File: src/rtl/ins_enc_pkg.sv
// Shared definitions for the instruction encoder: format codes, FSM states,
// common RV32I opcodes and the per-format immediate width table.
package ins_enc_pkg;

  typedef enum logic [2:0] {
    FMT_R    = 3'd0,
    FMT_I    = 3'd1,
    FMT_S    = 3'd2,
    FMT_SB   = 3'd3,
    FMT_UJ   = 3'd4,
    FMT_U    = 3'd5,
    FMT_BAD6 = 3'd6,
    FMT_BAD7 = 3'd7
  } fmt_e;

  typedef enum logic [1:0] {
    ST_IDLE = 2'd0,
    ST_RUN  = 2'd1,
    ST_DONE = 2'd2
  } state_e;

  localparam logic [6:0] OP_LUI    = 7'h37;
  localparam logic [6:0] OP_AUIPC  = 7'h17;
  localparam logic [6:0] OP_JAL    = 7'h6F;
  localparam logic [6:0] OP_JALR   = 7'h67;
  localparam logic [6:0] OP_BRANCH = 7'h63;
  localparam logic [6:0] OP_LOAD   = 7'h03;
  localparam logic [6:0] OP_STORE  = 7'h23;
  localparam logic [6:0] OP_IMM    = 7'h13;
  localparam logic [6:0] OP_REG    = 7'h33;

  // Signed immediate width carried by each format; 0 means no immediate.
  function automatic int unsigned imm_width(fmt_e f);
    case (f)
      FMT_I, FMT_S, FMT_SB: return 12;
      FMT_UJ, FMT_U:        return 20;
      default:              return 0;
    endcase
  endfunction

  // True when imm is representable as a w-bit two's-complement value.
  function automatic logic imm_fits(logic [31:0] imm, int unsigned w);
    logic [31:0] mask;
    logic [31:0] upper;
    if (w == 0) return 1'b1;
    mask  = 32'hFFFF_FFFF << (w - 1);
    upper = imm & mask;
    return (upper == 32'h0) || (upper == mask);
  endfunction

endpackage

File: src/rtl/ins_field_pack.sv
// Combinational packer: instruction fields -> 32-bit R/I/S/SB/UJ/U word.
// Optional INS_ENC_RANGE_CHECK_EN: range_ok flags out-of-range immediates
// and illegal formats; without it range_ok is constant 1 and fmt 6-7 pack as R.
module ins_field_pack
  import ins_enc_pkg::*;
(
  input  logic [2:0]  fmt,
  input  logic [6:0]  opcode,
  input  logic [4:0]  rd,
  input  logic [4:0]  rs1,
  input  logic [4:0]  rs2,
  input  logic [2:0]  funct3,
  input  logic [6:0]  funct7,
  input  logic [31:0] imm,
  output logic [31:0] word,
  output logic        range_ok
);

  fmt_e fmt_sel;
  logic unused_imm_hi;

  assign fmt_sel       = fmt_e'(fmt);
  // Upper immediate bits only matter to the optional range check.
  assign unused_imm_hi = ^imm[31:20];

  // Select the bit layout for the format; fields a format does not use stay 0.
  // NOTE: every always_comb output gets a default first so no path leaves it unassigned and no latch is inferred.
  always_comb begin
    word     = 32'h0;
    range_ok = 1'b1;
    case (fmt_sel)
      FMT_I:   word = {imm[11:0], rs1, funct3, rd, opcode};
      FMT_S:   word = {imm[11:5], rs2, rs1, funct3, imm[4:0], opcode};
      FMT_SB:  word = {imm[11], imm[9:4], rs2, rs1, funct3, imm[3:0], imm[10], opcode};
      FMT_UJ:  word = {imm[19], imm[9:0], imm[10], imm[18:11], rd, opcode};
      FMT_U:   word = {imm[19:0], rd, opcode};
      default: word = {funct7, rs2, rs1, funct3, rd, opcode};
    endcase
`ifdef INS_ENC_RANGE_CHECK_EN
    range_ok = (fmt_sel != FMT_BAD6) && (fmt_sel != FMT_BAD7) &&
               imm_fits(imm, imm_width(fmt_sel));
`endif
  end

endmodule

File: src/rtl/ins_encoder.sv
// Instruction encoder: accepts field beats, packs them and writes the words
// to consecutive instruction-memory addresses starting at base_addr.
// Optional INS_ENC_RANGE_CHECK_EN: rejected beats set the sticky err flag.
module ins_encoder
  import ins_enc_pkg::*;
#(
  parameter int AW    = 32,
  parameter int DEPTH = 256,
  parameter int CW    = 9
) (
  input  logic          clk,
  input  logic          reset,
  input  logic          start,
  input  logic [AW-1:0] base_addr,
  input  logic          in_valid,
  output logic          in_ready,
  input  logic          in_last,
  input  logic [2:0]    fmt,
  input  logic [6:0]    opcode,
  input  logic [4:0]    rd,
  input  logic [4:0]    rs1,
  input  logic [4:0]    rs2,
  input  logic [2:0]    funct3,
  input  logic [6:0]    funct7,
  input  logic [31:0]   imm,
  output logic          mem_we,
  output logic [AW-1:0] mem_addr,
  output logic [31:0]   mem_wdata,
  output logic          busy,
  output logic          done,
  output logic [CW-1:0] count,
  output logic          err
);

  localparam logic [CW-1:0] DEPTH_C = CW'(DEPTH);

  state_e        state_q, state_d;
  logic [AW-1:0] ptr_q;
  logic [CW-1:0] count_q;
  logic          mem_we_q;
  logic [AW-1:0] mem_addr_q;
  logic [31:0]   mem_wdata_q;
  logic          err_q;

  logic [31:0]   packed_word;
  logic          range_ok;
  logic          accept;
  logic          reject;
  logic          at_limit;

  ins_field_pack u_pack (
    .fmt      (fmt),
    .opcode   (opcode),
    .rd       (rd),
    .rs1      (rs1),
    .rs2      (rs2),
    .funct3   (funct3),
    .funct7   (funct7),
    .imm      (imm),
    .word     (packed_word),
    .range_ok (range_ok)
  );

  // count never exceeds DEPTH, so equality is the saturation test.
  assign at_limit = (count_q == DEPTH_C);
  // start has priority: a beat presented with start is not taken.
  assign in_ready = (state_q == ST_RUN) && !start && !at_limit;
  assign accept   = in_valid && in_ready;
  assign reject   = !range_ok;

  // Next-state logic: run until the last beat or the word limit.
  always_comb begin
    state_d = state_q;
    case (state_q)
      ST_IDLE: if (start) state_d = ST_RUN;
      ST_RUN: begin
        if (start)
          state_d = ST_RUN;
        else if (accept && (in_last || (!reject && (count_q + 1'b1) == DEPTH_C)))
          state_d = ST_DONE;
        else if (at_limit)
          state_d = ST_DONE;
      end
      ST_DONE: if (start) state_d = ST_RUN;
      default: state_d = ST_IDLE;
    endcase
  end

  // State register.
  // NOTE: clocked state uses non-blocking assignments so every register samples pre-edge values.
  always_ff @(posedge clk or posedge reset) begin
    if (reset) state_q <= ST_IDLE;
    else       state_q <= state_d;
  end

  // Pointer/count bookkeeping and the one-cycle write output stage.
  always_ff @(posedge clk or posedge reset) begin
    if (reset) begin
      ptr_q       <= '0;
      count_q     <= '0;
      mem_we_q    <= 1'b0;
      mem_addr_q  <= '0;
      mem_wdata_q <= '0;
      err_q       <= 1'b0;
    end else begin
      mem_we_q <= 1'b0;
      if (start) begin
        ptr_q   <= base_addr;
        count_q <= '0;
        err_q   <= 1'b0;
      end else if (accept) begin
        if (reject) begin
          err_q <= 1'b1;
        end else begin
          mem_we_q    <= 1'b1;
          mem_addr_q  <= ptr_q;
          mem_wdata_q <= packed_word;
          ptr_q       <= ptr_q + AW'(4);
          count_q     <= count_q + 1'b1;
        end
      end
    end
  end

  assign mem_we    = mem_we_q;
  assign mem_addr  = mem_addr_q;
  assign mem_wdata = mem_wdata_q;
  assign count     = count_q;
  assign err       = err_q;
  assign busy      = (state_q == ST_RUN) || mem_we_q;
  assign done      = (state_q == ST_DONE);

endmodule
File: config.mk
export PLATFORM = sky130hd
export DESIGN_NAME = ins_encoder
export DESIGN_NICKNAME = d
export VERILOG_FILES = /design/src/rtl/ins_enc_pkg.sv /design/src/rtl/ins_field_pack.sv /design/src/rtl/ins_encoder.sv
export SDC_FILE = /design/constraint.sdc
export NUM_CORES = 1
export LEC_CHECK = 0
export ABC_AREA = 1
export BUFFER_PORTS_ARGS = -buffer_cell sky130_fd_sc_hd__buf_2
export CAP_MARGIN = 5
export CORE_MARGIN = 2
export CORE_UTILIZATION = 52
export DETAILED_ROUTE_END_ITERATION = 8
export GPL_ROUTABILITY_DRIVEN = 0
export PLACE_DENSITY = 0.81
export SYNTH_ARGS = -nofsm -noshare
export SYNTH_HDL_FRONTEND = slang
export SYNTH_SLANG_ARGS = --single-unit
File: constraint.sdc
create_clock -name clk -period 4.35 [get_ports clk]
set_input_delay 0.435 -clock clk [delete_from_list [all_inputs] [get_ports clk]]
set_output_delay 0.435 -clock clk [all_outputs]
set_load 0.01 [all_outputs]
==> results.md <==
- CP max stage cell: nand2_2
- CP startpoint kind: flip-flop
- # setup viols final: 0
- IO buf count: about 170
- Synth Area in Compound Gates: between 10% and 20%
- Post-Layout Inst Area: 6900 sq um
- Initial antenna violation count: 0
- Status: completed
- H-tree depth: 3
- Largest family of logic cells by synthesized area: simple AND/OR/NAND/NOR gates
- Multiplexer share of the synthesized area: 0%
- Placed Area: about 6700 sq um
- Mapped Area: between 5000 and 6000 sq um
- Top_reg_cell synth: dfrtp_1
- Synth Area in XOR/XNOR: under 10%
- Max VDD drop: around 0.00019 V
- DR vias: between 5000 and 6000
- Final slew viol count: 0
- Critical-path cell list: inv_1 > ha_1 > nand2_1 > inv_1 > nand4_1 > and2_4 > nand2_4 > nand2_2 > inv_2 > nand2_1 > o211ai_1
- Final nets: 1028
- Die Width: ~110 um
- Syn_nets: about 870
- Final WL: 15300 um
- Vias in the first global route: between 5000 and 6000
- CTS tree: built
- CP Capture Type: flip-flop
- Post-synthesis simple-gate area fraction: a little over a quarter
- Diodes inserted: 0
- Vias per cell: between 5 and 6
- Final cycle utilization of the critical path: between 50% and 60%
- Seq/Total Area, Yosys: between 40% and 50%
- Required @ worst endpoint: between 4000 and 5000 ps
- Async SR Flop Fraction: between 90% and 100%
- Layout cells sized above 1: a little under a quarter
- Final Skew: roughly 14 ps
- Fillers: between 1000 and 1500
- Maximum fanout along the worst path: 59
- Initial Utilization: 53.4%
- Hold crit path type: input pin to asynchronous set/reset pin
- Count of cell types in the netlist: 46
- Final Hold Fails: 0
- WP buf/inv: 3
- Max Root-Sink Buffers: 2
- TNS Setup: 0 ps
- Synth Register Bits: approximately 110
- Max_cap viols: 0
- Final antenna-violating net count: 0
- Root buffer cell: clkbuf_8
- CP max stage delay: approximately 480 ps
- Register area: roughly 2700 sq um
- Layout Area Growth over Synthesis: 18.7%
- Overall Global Routing Usage: approximately 26%
- I/O Pins: roughly 180
- Worst-Margin Slew: 937 ps
- Initial DRC count: 436
- Multi-input logic area: 2570 sq um
- Post-synth EDFFs: 0
- DRC errors left: 0
- Lkg Pwr: between 3 and 4 nW
- Crit path DAT: between 2000 and 3000 ps
- Avg Cell Area, Syn: 7.61 sq um
- Largest net degree at the start of global routing: 73
- Postcts setup bufs: 0
- DIE HEIGHT: roughly 110 um
- First-pass GRT wire length: 24100 um
- Synthesized-area fraction occupied by adder cells: 0.861%
- Average wire per standard cell: between 10 and 15 um
- Critical Setup Path Class: flip-flop to flip-flop
- Hold-fix buffers, CTS: 0
- Cells after Synth: around 760
- Total gr overflow: 0
- Insertion delay to the later sink of the worst-skew pair: between 300 and 400 ps
- Setup crit start: count[0]
- DRT Pass-1 Iters: 6
- Worst-path clk slew: 110 ps
- PostCTS Resize Cnt: 0
- Unrepaired setup endpoints after global routing: no
- Power Density: between 400 and 500 nW/um^2
- DPL Wire Length: 11200 um
- Slew HR: approximately 38%
- Final Critical Period: 2610 ps
- TritonCTS Buffers: 9
- CP delay by family, top: simple AND/OR/NAND/NOR gates
- Die ar.: 12000 sq um
- CTS Sinks: roughly 110
- Row Count: 38
- Max Freq: 384 MHz
- Yosys warns: 0
- Core box area: roughly 11000 sq um
- FF-to-FF Start: count[0]
## cell usage after synthesis (6+ instances only)
| master | count | share of area [%] |
|---|---|---|
| nor2_2 | 6 | 0.65 |
| xor2_1 | 6 | 0.90 |
| buf_2 | 11 | 0.95 |
| o21ai_0 | 63 | 5.4 |
| nand2_1 | 228 | 15 |
| o22ai_1 | 15 | 1.6 |
| a21oi_1 | 24 | 2.1 |
| inv_1 | 95 | 6.1 |
| dfrtp_1 | 108 | 47 |
| o211ai_1 | 11 | 1.4 |
| nand4_1 | 12 | 1.3 |
| nor2_1 | 46 | 3.0 |
| o221ai_1 | 6 | 0.90 |
| o21ai_1 | 11 | 0.95 |
| nand3_1 | 55 | 4.7 |
## layer usage
| layer | wire [um] | global-route usage (%) |
|---|---|---|
| met1 | 6490 | 32.7 |
| met3 | 1220 | 5.10 |
| met5 | 0 | 0 |
| met4 | 308 | 8.68 |
| met2 | 7280 | 43.9 |
## path summary, 6_finish.rpt
check / to / slack (ps) / depth (start not counted)
max in group asynchronous: mem_wdata[4] / 3320 / 3
worst min register to register: mem_wdata[4] / 490 / 2
worst max-delay path: ptr_q[10] / 1740 / 11
min in group clk: mem_wdata[2] / 250 / 3
worst max register to register: ptr_q[10] / 1740 / 11
worst min-delay path: mem_wdata[20] / 80 / 2
## layout by cell type, fill, tap and decap left out, drive strengths merged
cell type,netlist,layout
nand2,232,232
buf,20,172
a31oi,1,1
nand3b,3,3
conb,1,1
nor2,54,54
o22ai,15,15
or2,2,2
nor3b,1,1
a221oi,2,2
clkbuf,7,9
clkinv,1,2
bufinv,0,1
ha,4,4
clkinvlp,0,2
dfrtp,108,108
xor2,6,6
a2bb2oi,4,4
a22oi,3,3
xnor2,2,2
a21oi,24,24
inv,100,102
o221ai,6,6
and2,1,1
o21bai,1,1
o21ai,75,75
nand4,13,13
nor3,6,6
and3,1,1
o22a,3,3
nand3,56,56
o211ai,11,11
o2bb2ai,1,1
## flip-flops by register name (all words and copies together) (netlist names)
| name | count |
|---|---|
| mem_addr | 32 |
| mem_wdata | 32 |
| ptr_q | 32 |
| count | 9 |
| state_q | 2 |
| mem_we | 1 |
## layout make-up
class / instances / area share [%]
Tap cell: 140 / 2.54
Clock buffer: 9 / 1.80
Inverter: 101 / 5.53
Timing Repair Buffer: 172 / 12.6
Sequential cell: 108 / 39.2
Multi-Input combinational cell: 528 / 37.3
Clock inverter: 6 / 1.07
## stage by stage
stage               hold WS [ps]  power, mW  setup WS (ps)  instances  util [%]
floorplan                    487       1.82           1070        764         -
global placement             457       2.14           1680       1049      61.5
detailed placement           465       2.17           1650       1049      61.5
CTS                         86.6       2.79           1690       1064      63.4
global route                 119       2.96           1430       1064      63.4
finish                      82.1       2.77           1740       1064      63.4
## where the power goes
| part | switching, mW | internal, mW | total [mW] |
|---|---|---|---|
| Sequential | 0.143 | 1.22 | 1.37 |
| Clock | 0.353 | 0.270 | 0.624 |
| Combinational | 0.462 | 0.313 | 0.775 |
## cells by family after synthesis
| family | after synthesis |
|---|---|
| adders and majority gates | 4 |
| buffers and inverters | 128 |
| xor gates and xnor gates | 8 |
| and+or+nand+nor | 369 |
| DFF | 108 |
| other | 1 |
| AOI/OAI and AO/OA | 146 |
No activity file was read; power rests on OpenSTA's default activity.
